### config.mk
export PLATFORM = sky130hd
export DESIGN_NAME = top
export DESIGN_NICKNAME = d
export VERILOG_FILES = /design/src/rtl/top.sv
export SDC_FILE = /design/constraint.sdc
export NUM_CORES = 1
export LEC_CHECK = 0
export ABC_AREA = 1
export ABC_CLOCK_PERIOD_IN_PS = 3070
export CAP_MARGIN = 20
export CORE_MARGIN = 5
export CORE_UTILIZATION = 60
export CTS_CLUSTER_DIAMETER = 200
export CTS_CLUSTER_SIZE = 25
export DETAILED_ROUTE_END_ITERATION = 7
export GPL_ROUTABILITY_DRIVEN = 1
export HOLD_SLACK_MARGIN = 0.12
export MAX_ROUTING_LAYER = met4
export PLACE_DENSITY = 0.87
export REMOVE_ABC_BUFFERS = 1
export SLEW_MARGIN = 0
export SYNTH_ARGS = -nofsm -noshare
export SYNTH_HDL_FRONTEND = slang
export SYNTH_SLANG_ARGS = --single-unit
### constraint.sdc
create_clock -name clk -period 3.07 [get_ports clk]
set_input_delay 0.4605 -clock clk [delete_from_list [all_inputs] [get_ports clk]]
set_output_delay 0.4605 -clock clk [all_outputs]
set_load 0.01 [all_outputs]
### src/rtl/top.sv
// Rotary-encoder combination safe controller with HD44780 status display.
// A divided timebase tick paces everything: button/encoder sampling, the
// UNLOCKED/LOCKED/ERROR lock FSM, and an 8-bit LCD init + refresh sequencer.
// Ports:
//   clk          system clock, rising edge
//   reset        asynchronous active-low reset
//   a, b         quadrature encoder channels
//   lock, open   push-buttons, active-high
//   doorCls      door-closed sensor (1 = closed)
//   actuateLock  bolt engaged
//   openCls      door may open (safe unlocked)
//   E, RW, RS    LCD enable, read/write (tied 0), register select
//   DB           LCD data bus (8-bit mode)
module top #(
  parameter int unsigned div = 50000
) (
  input  logic       clk,
  input  logic       reset,
  input  logic       a,
  input  logic       b,
  input  logic       lock,
  input  logic       open,
  input  logic       doorCls,
  output logic       actuateLock,
  output logic       openCls,
  output logic       E,
  output logic       RW,
  output logic       RS,
  output logic [7:0] DB
);

  localparam int unsigned CW     = (div > 1) ? $clog2(div) : 1;
  localparam int unsigned EW     = 7;
  localparam int unsigned ERRW   = 10;
  localparam int unsigned ERR_TK = 1000;

  localparam logic [1:0] ST_UNLOCKED = 2'd0;
  localparam logic [1:0] ST_LOCKED   = 2'd1;
  localparam logic [1:0] ST_ERROR    = 2'd2;

  localparam logic [1:0] L_WAIT = 2'd0;
  localparam logic [1:0] L_INIT = 2'd1;
  localparam logic [1:0] L_IDLE = 2'd2;
  localparam logic [1:0] L_REFR = 2'd3;

  // Timebase: one-clock tick on counter wrap.
  logic [CW-1:0] cnt;
  logic          tick;

  assign tick = (cnt == CW'(div - 1));

  always_ff @(posedge clk or negedge reset) begin
    if (!reset) cnt <= '0;
    else if (tick) cnt <= '0;
    else cnt <= cnt + CW'(1);
  end

  // Synchroniser kept out of reset so edge detectors can prime from the
  // true input level the moment reset is released.
  logic [4:0] s1, s2;

  always_ff @(posedge clk) begin
    s1 <= {doorCls, open, lock, b, a};
    s2 <= s1;
  end

  // Per-tick samples of a, lock, open; primed suppresses the first tick's edges.
  logic [2:0] samp;
  logic       primed;

  always_ff @(posedge clk or negedge reset) begin
    if (!reset) begin
      samp   <= '0;
      primed <= 1'b0;
    end else if (tick) begin
      samp   <= {s2[3], s2[2], s2[0]};
      primed <= 1'b1;
    end
  end

  logic enc_p, lock_p, open_p, dir_dn, door_c;

  assign enc_p  = tick && primed && s2[0] && !samp[0];
  assign lock_p = tick && primed && s2[2] && !samp[1];
  assign open_p = tick && primed && s2[3] && !samp[2];
  assign dir_dn = s2[1];
  assign door_c = s2[4];

  // Lock FSM
  logic [1:0]      state, state_n;
  logic [EW-1:0]   entry, entry_n, code, code_n, entry_step;
  logic [ERRW-1:0] err_cnt, err_cnt_n;
  logic            act_n;

  always_ff @(posedge clk or negedge reset) begin
    if (!reset) begin
      state       <= ST_UNLOCKED;
      entry       <= '0;
      code        <= '0;
      err_cnt     <= '0;
      actuateLock <= 1'b0;
      openCls     <= 1'b1;
    end else begin
      state       <= state_n;
      entry       <= entry_n;
      code        <= code_n;
      err_cnt     <= err_cnt_n;
      actuateLock <= act_n;
      openCls     <= !act_n;
    end
  end

  // Encoder step with 0..99 wraparound.
  always_comb begin
    entry_step = entry;
    if (dir_dn) entry_step = (entry == EW'(0))  ? EW'(99) : entry - EW'(1);
    else        entry_step = (entry == EW'(99)) ? EW'(0)  : entry + EW'(1);
  end

  always_comb begin
    state_n   = state;
    entry_n   = entry;
    code_n    = code;
    err_cnt_n = err_cnt;
    case (state)
      ST_UNLOCKED: begin
        if (lock_p && door_c) begin
          code_n  = entry;
          entry_n = '0;
          state_n = ST_LOCKED;
        end else if (enc_p) begin
          entry_n = entry_step;
        end
      end
      ST_LOCKED: begin
        if (open_p) begin
          entry_n   = '0;
          err_cnt_n = '0;
          state_n   = (entry == code) ? ST_UNLOCKED : ST_ERROR;
        end else if (enc_p) begin
          entry_n = entry_step;
        end
      end
      ST_ERROR: begin
        if (tick) begin
          if (err_cnt == ERRW'(ERR_TK - 1)) state_n = ST_LOCKED;
          else err_cnt_n = err_cnt + ERRW'(1);
        end
      end
      default: state_n = ST_UNLOCKED;
    endcase
    act_n = (state_n != ST_UNLOCKED);
  end

  // Byte table: {RS, DB} for init command idx or refresh slot idx.
  function automatic logic [8:0] lcd_byte(input logic refresh, input logic [3:0] idx,
                                          input logic [1:0] st, input logic [EW-1:0] ent);
    logic [63:0]   txt;
    logic [63:0]   sh;
    logic [EW-1:0] tens, units;
    logic [8:0]    r;
    case (st)
      ST_UNLOCKED: txt = "UNLOCKED";
      ST_LOCKED:   txt = "LOCKED  ";
      default:     txt = "ERROR   ";
    endcase
    tens  = ent / EW'(10);
    units = ent % EW'(10);
    sh    = txt << {idx - 4'd1, 3'b000};
    r     = 9'h000;
    if (!refresh) begin
      case (idx)
        4'd0:    r = {1'b0, 8'h38};
        4'd1:    r = {1'b0, 8'h0C};
        4'd2:    r = {1'b0, 8'h06};
        default: r = {1'b0, 8'h01};
      endcase
    end else begin
      case (idx)
        4'd0:    r = {1'b0, 8'h80};
        4'd9:    r = {1'b1, 8'h20};
        4'd10:   r = {1'b1, 8'h30 + {1'b0, tens}};
        4'd11:   r = {1'b1, 8'h30 + {1'b0, units}};
        default: r = {1'b1, sh[63:56]};
      endcase
    end
    return r;
  endfunction

  // LCD sequencer: each byte is setup (E=0), strobe (E=1), hold (E=0).
  logic [1:0] lst, lst_n, lph, lph_n;
  logic [4:0] lcnt, lcnt_n;
  logic [3:0] lidx, lidx_n;
  logic       e_n, rs_n, load;
  logic [7:0] db_n;
  logic [8:0] byte_c;

  assign RW = 1'b0;

  always_ff @(posedge clk or negedge reset) begin
    if (!reset) begin
      lst  <= L_WAIT;
      lph  <= '0;
      lcnt <= '0;
      lidx <= '0;
      E    <= 1'b0;
      RS   <= 1'b0;
      DB   <= 8'h00;
    end else begin
      lst  <= lst_n;
      lph  <= lph_n;
      lcnt <= lcnt_n;
      lidx <= lidx_n;
      E    <= e_n;
      RS   <= rs_n;
      DB   <= db_n;
    end
  end

  always_comb begin
    lst_n  = lst;
    lph_n  = lph;
    lcnt_n = lcnt;
    lidx_n = lidx;
    e_n    = E;
    rs_n   = RS;
    db_n   = DB;
    load   = 1'b0;
    byte_c = 9'h000;
    if (tick) begin
      case (lst)
        L_WAIT: begin
          if (lcnt == 5'd19) begin
            lst_n  = L_INIT;
            lidx_n = '0;
            lph_n  = '0;
            load   = 1'b1;
          end else begin
            lcnt_n = lcnt + 5'd1;
          end
        end
        L_IDLE: begin
          if (lcnt == 5'd1) begin
            lst_n  = L_REFR;
            lidx_n = '0;
            lph_n  = '0;
            load   = 1'b1;
          end else begin
            lcnt_n = lcnt + 5'd1;
          end
        end
        default: begin
          case (lph)
            2'd0: begin
              lph_n = 2'd1;
              e_n   = 1'b1;
            end
            2'd1: begin
              lph_n = 2'd2;
              e_n   = 1'b0;
            end
            default: begin
              e_n = 1'b0;
              if (lst == L_INIT && lidx == 4'd3) begin
                lst_n  = L_IDLE;
                lcnt_n = '0;
                lph_n  = '0;
              end else begin
                lph_n  = '0;
                load   = 1'b1;
                lidx_n = (lst == L_REFR && lidx == 4'd11) ? 4'd0 : lidx + 4'd1;
              end
            end
          endcase
        end
      endcase
    end
    // State/entry are captured here, at the start of each byte.
    if (load) begin
      byte_c = lcd_byte(lst_n == L_REFR, lidx_n, state, entry);
      rs_n   = byte_c[8];
      db_n   = byte_c[7:0];
      e_n    = 1'b0;
    end
  end

endmodule

==> flow_summary.json <==
{
  "ys_types": 53,
  "cts.path.max_buffers": 2,
  "place_inst": 786,
  "numPortBuffers": 18,
  "min_period_ns": 2.79,
  "dr.pass1.iters": 5,
  "synth_top_flop_cell": "dfrtp_1",
  "synthAdderAreaFrac": 0.0340,
  "detail-route-antenna-nets": 0,
  "p_int_w": 0.00144,
  "finalSetupTns_ns": 0,
  "start_util": 0.621,
  "worst_path_most_repeated_cell": "nand2_1",
  "gp_congestion": 0.957,
  "fin_cells": 804,
  "synth_xor_area_frac": 0.0391,
  "switching_share": 0.240,
  "max_slew.worst_pin.slew_ns": 0.802,
  "cts_num_sinks": 81,
  "root_buffer": "clkbuf_8",
  "post-place-ws_ns": 0.172,
  "core_area_um2": 8300,
  "min_period_over_period": 0.909,
  "synthMuxAreaShare": 0,
  "setup_ws_ns": 0.279,
  "cts_tree": "yes",
  "powerDensity_nw_per_um2": 335,
  "drtIter0Drc": 224,
  "pwr-share-comb": 0.016,
  "wire_per_inst_um": 13.7,
  "crit_path_top_delay_cell": "dfrtp_1",
  "holdCritPathClass": "input pin to async pin",
  "grt_pass1_vias": 4403,
  "async_reset_ff_frac": 0.877,
  "cpLargestDelayFamily": "simple AND/OR/NAND/NOR gates",
  "vias_per_cell": 5.62,
  "mostFrequentLayoutCells": "nand2_1, inv_1, dfrtp_1, nor2_1, nand3_1",
  "rsz0062_at_grt": "false",
  "max_freq_ghz": 0.358,
  "grt_overflow_total": 0,
  "finalSetupViolations": 0,
  "cp.required_ns": 3.33,
  "io-pin-count": 20,
  "critical_path_arrival_ns": 3.05,
  "cp_max_fo": 7,
  "switchingPower_w": 0.000454,
  "placementRows": 33,
  "fillers": 634,
  "die_x_um": 103,
  "grt_pass1_wl_um": 19000,
  "dieArea_um2": 10500,
  "synth_cells": 670,
  "path_class": "flop to flop",
  "syn_area_per_cell_um2": 7.70,
  "drive_gt1_frac": 0.150,
  "slew_violations": 0,
  "grt_max_degree": 37,
  "dpl_cell_area_um2": 5410,
  "leakagePower_nw": 2.86,
  "antenna_cells": 0,
  "dp_hpwl_um": 8150,
  "syn_area_um2": 5160,
  "synth_top_family_by_area": "simple AND/OR/NAND/NOR gates",
  "track_usage": 0.228,
  "pwr-share-clk": 0.417,
  "fp.dieH_um": 103,
  "skew_ns": 0.0154,
  "numCtsBuffers": 9,
  "h-tree-depth": 3,
  "relSlewSlack": 0.460,
  "hold_viol_final": 0,
  "synth-warning-count": 0,
  "final_nets": 715,
  "synth_compound_area_frac": 0.0951,
  "status": "finished, final reports clean",
  "drv_cap": 0,
  "final_common_cell": "nand2_1",
  "critPathCaptureType": "flop",
  "stdcell_area_um2": 5650,
  "ir_drop_uv": 503,
  "antenna_found_initial": 0,
  "vias": 4520,
  "drc": 0,
  "clk_latency_ns": 0.36,
  "synth_edf_count": 0,
  "pwr-share-seq": 0.567,
  "critPathBufInv": 2,
  "synthToLayoutAreaGrowth_pct": 9.56,
  "ys_seq_area_frac": 0.384,
  "clk_pin_slew_worst_paths_ns": 0.10,
  "hold_buffers": 0,
  "ys_ff_latch": 81,
  "synth-simple-area-share": 0.354,
  "drt-total-wl_um": 11000,
  "max_stage_delay_ns": 0.42,
  "fin_util": 0.681,
  "critPathLaunchType": "flop",
  "path_cells": "ha_1 -> nand2_1 -> nor2_1 -> nor3_1 -> nand2_1 -> nand2_1 -> nand2_1 -> inv_2 -> ha_1 -> inv_1 -> nor2_4 -> nand4_4 -> ha_1 -> o21ai_0 -> nor3_1 -> o21ai_1"
}
## synthesized netlist by cell type (3+ instances only)
cell	number	area, um2
a21oi_1	20	100
buf_2	3	15.0
buf_4	3	22.5
clkbuf_1	4	15.0
dfrtp_1	70	1750
dfxtp_1	10	200
ha_1	14	175
inv_1	79	297
inv_2	17	63.8
nand2_1	137	514
nand2_2	15	93.8
nand2_4	10	113
nand3_1	53	265
nand3_2	10	100
nand4_1	14	87.6
nor2_1	69	259
nor2_2	4	25.0
nor2_4	5	56.3
nor2_8	3	60.1
nor3_1	14	70.1
nor4_1	6	37.5
o211ai_1	3	22.5
o21ai_0	36	180
o21ai_1	6	30.0
o22ai_1	10	62.6
xnor2_1	7	61.3
xor2_1	16	140
## state kept, by name (all words and copies together) (netlist names)
signal / cells
cnt: 16
err_cnt: 10
DB: 8
code: 7
entry: 7
lcnt: 5
s1: 5
s2: 5
lidx: 4
samp: 3
lph: 2
lst: 2
state: 2
E: 1
RS: 1
actuateLock: 1
openCls: 1
primed: 1
## what timing repair did
item	CTS	global route
setup endpoints to repair	0	6
resized for setup	0	7
buffers inserted	0	2
## per-layer routing
| metal | share of wire | vias to the layer above | wire length (um) | track usage |
|---|---|---|---|---|
| met3 | 0.061 | 23 | 674 | 0.0406 |
| met2 | 0.49 | 173 | 5350 | 0.379 |
| li1 | - | 2230 | - | - |
| met4 | 0.015 | 0 | 170 | 0.0646 |
| met5 | 0 | - | 0 | - |
| met1 | 0.44 | 2094 | 4790 | 0.286 |
## per-stage QoR
step / hold slack [ns] / power [W]
floorplan: 0.165 / 0.00110
global placement: 0.311 / 0.00113
detailed placement: 0.312 / 0.00113
CTS: 0.190 / 0.00191
global route: 0.226 / 0.00196
finish: 0.170 / 0.00189
## cell type report
type                    instances  area (um2)  area share
flip-flops and latches         81        1980       0.350
clock buffers                  10         149      0.0264
inverters                     100         387      0.0684
clock inverters                 6        55.1     0.00975
well taps                     105         131      0.0233
repair buffers                 26         235      0.0416
multi-input cells             476        2710       0.480
## power by group through the flow
stage | combinational, W | sequential, W | clock, W
floorplan | 0.00000359 | 0.00110 | 0
global placement | 0.0000310 | 0.00110 | 0
detailed placement | 0.0000317 | 0.00110 | 0
CTS | 0.0000321 | 0.00107 | 0.000803
global route | 0.0000358 | 0.00108 | 0.000845
finish | 0.0000304 | 0.00107 | 0.000790
## kinds of logic after synthesis
group,after synthesis
adder cells (fa/ha/maj),14
AND/OR/NAND/NOR,351
XOR/XNOR,23
AO/OA/AOI/OAI,87
other,1
buffers and inverters,113
flip-flops,81
## worst paths after layout
| kind | endpoint | start | cells past startpoint | slack (ns) |
|---|---|---|---|---|
| worst max-delay path | DB[5]$_DFFE_PN0P_ | lidx[0]$_DFF_PN0_ | 16 | 0.28 |
| worst min-delay path | lidx[0]$_DFF_PN0_ | reset | 1 | 0.17 |
| worst max register to register | DB[5]$_DFFE_PN0P_ | lidx[0]$_DFF_PN0_ | 16 | 0.28 |
| worst min register to register | s2[2]$_DFF_P_ | s1[2]$_DFF_P_ | 0 | 0.33 |
| max in group asynchronous | entry[5]$_DFFE_PN0N_ | reset | 2 | 2.16 |
| min in group clk | s2[2]$_DFF_P_ | s1[2]$_DFF_P_ | 0 | 0.33 |
Note: power is estimated with default switching activity, not from simulation.
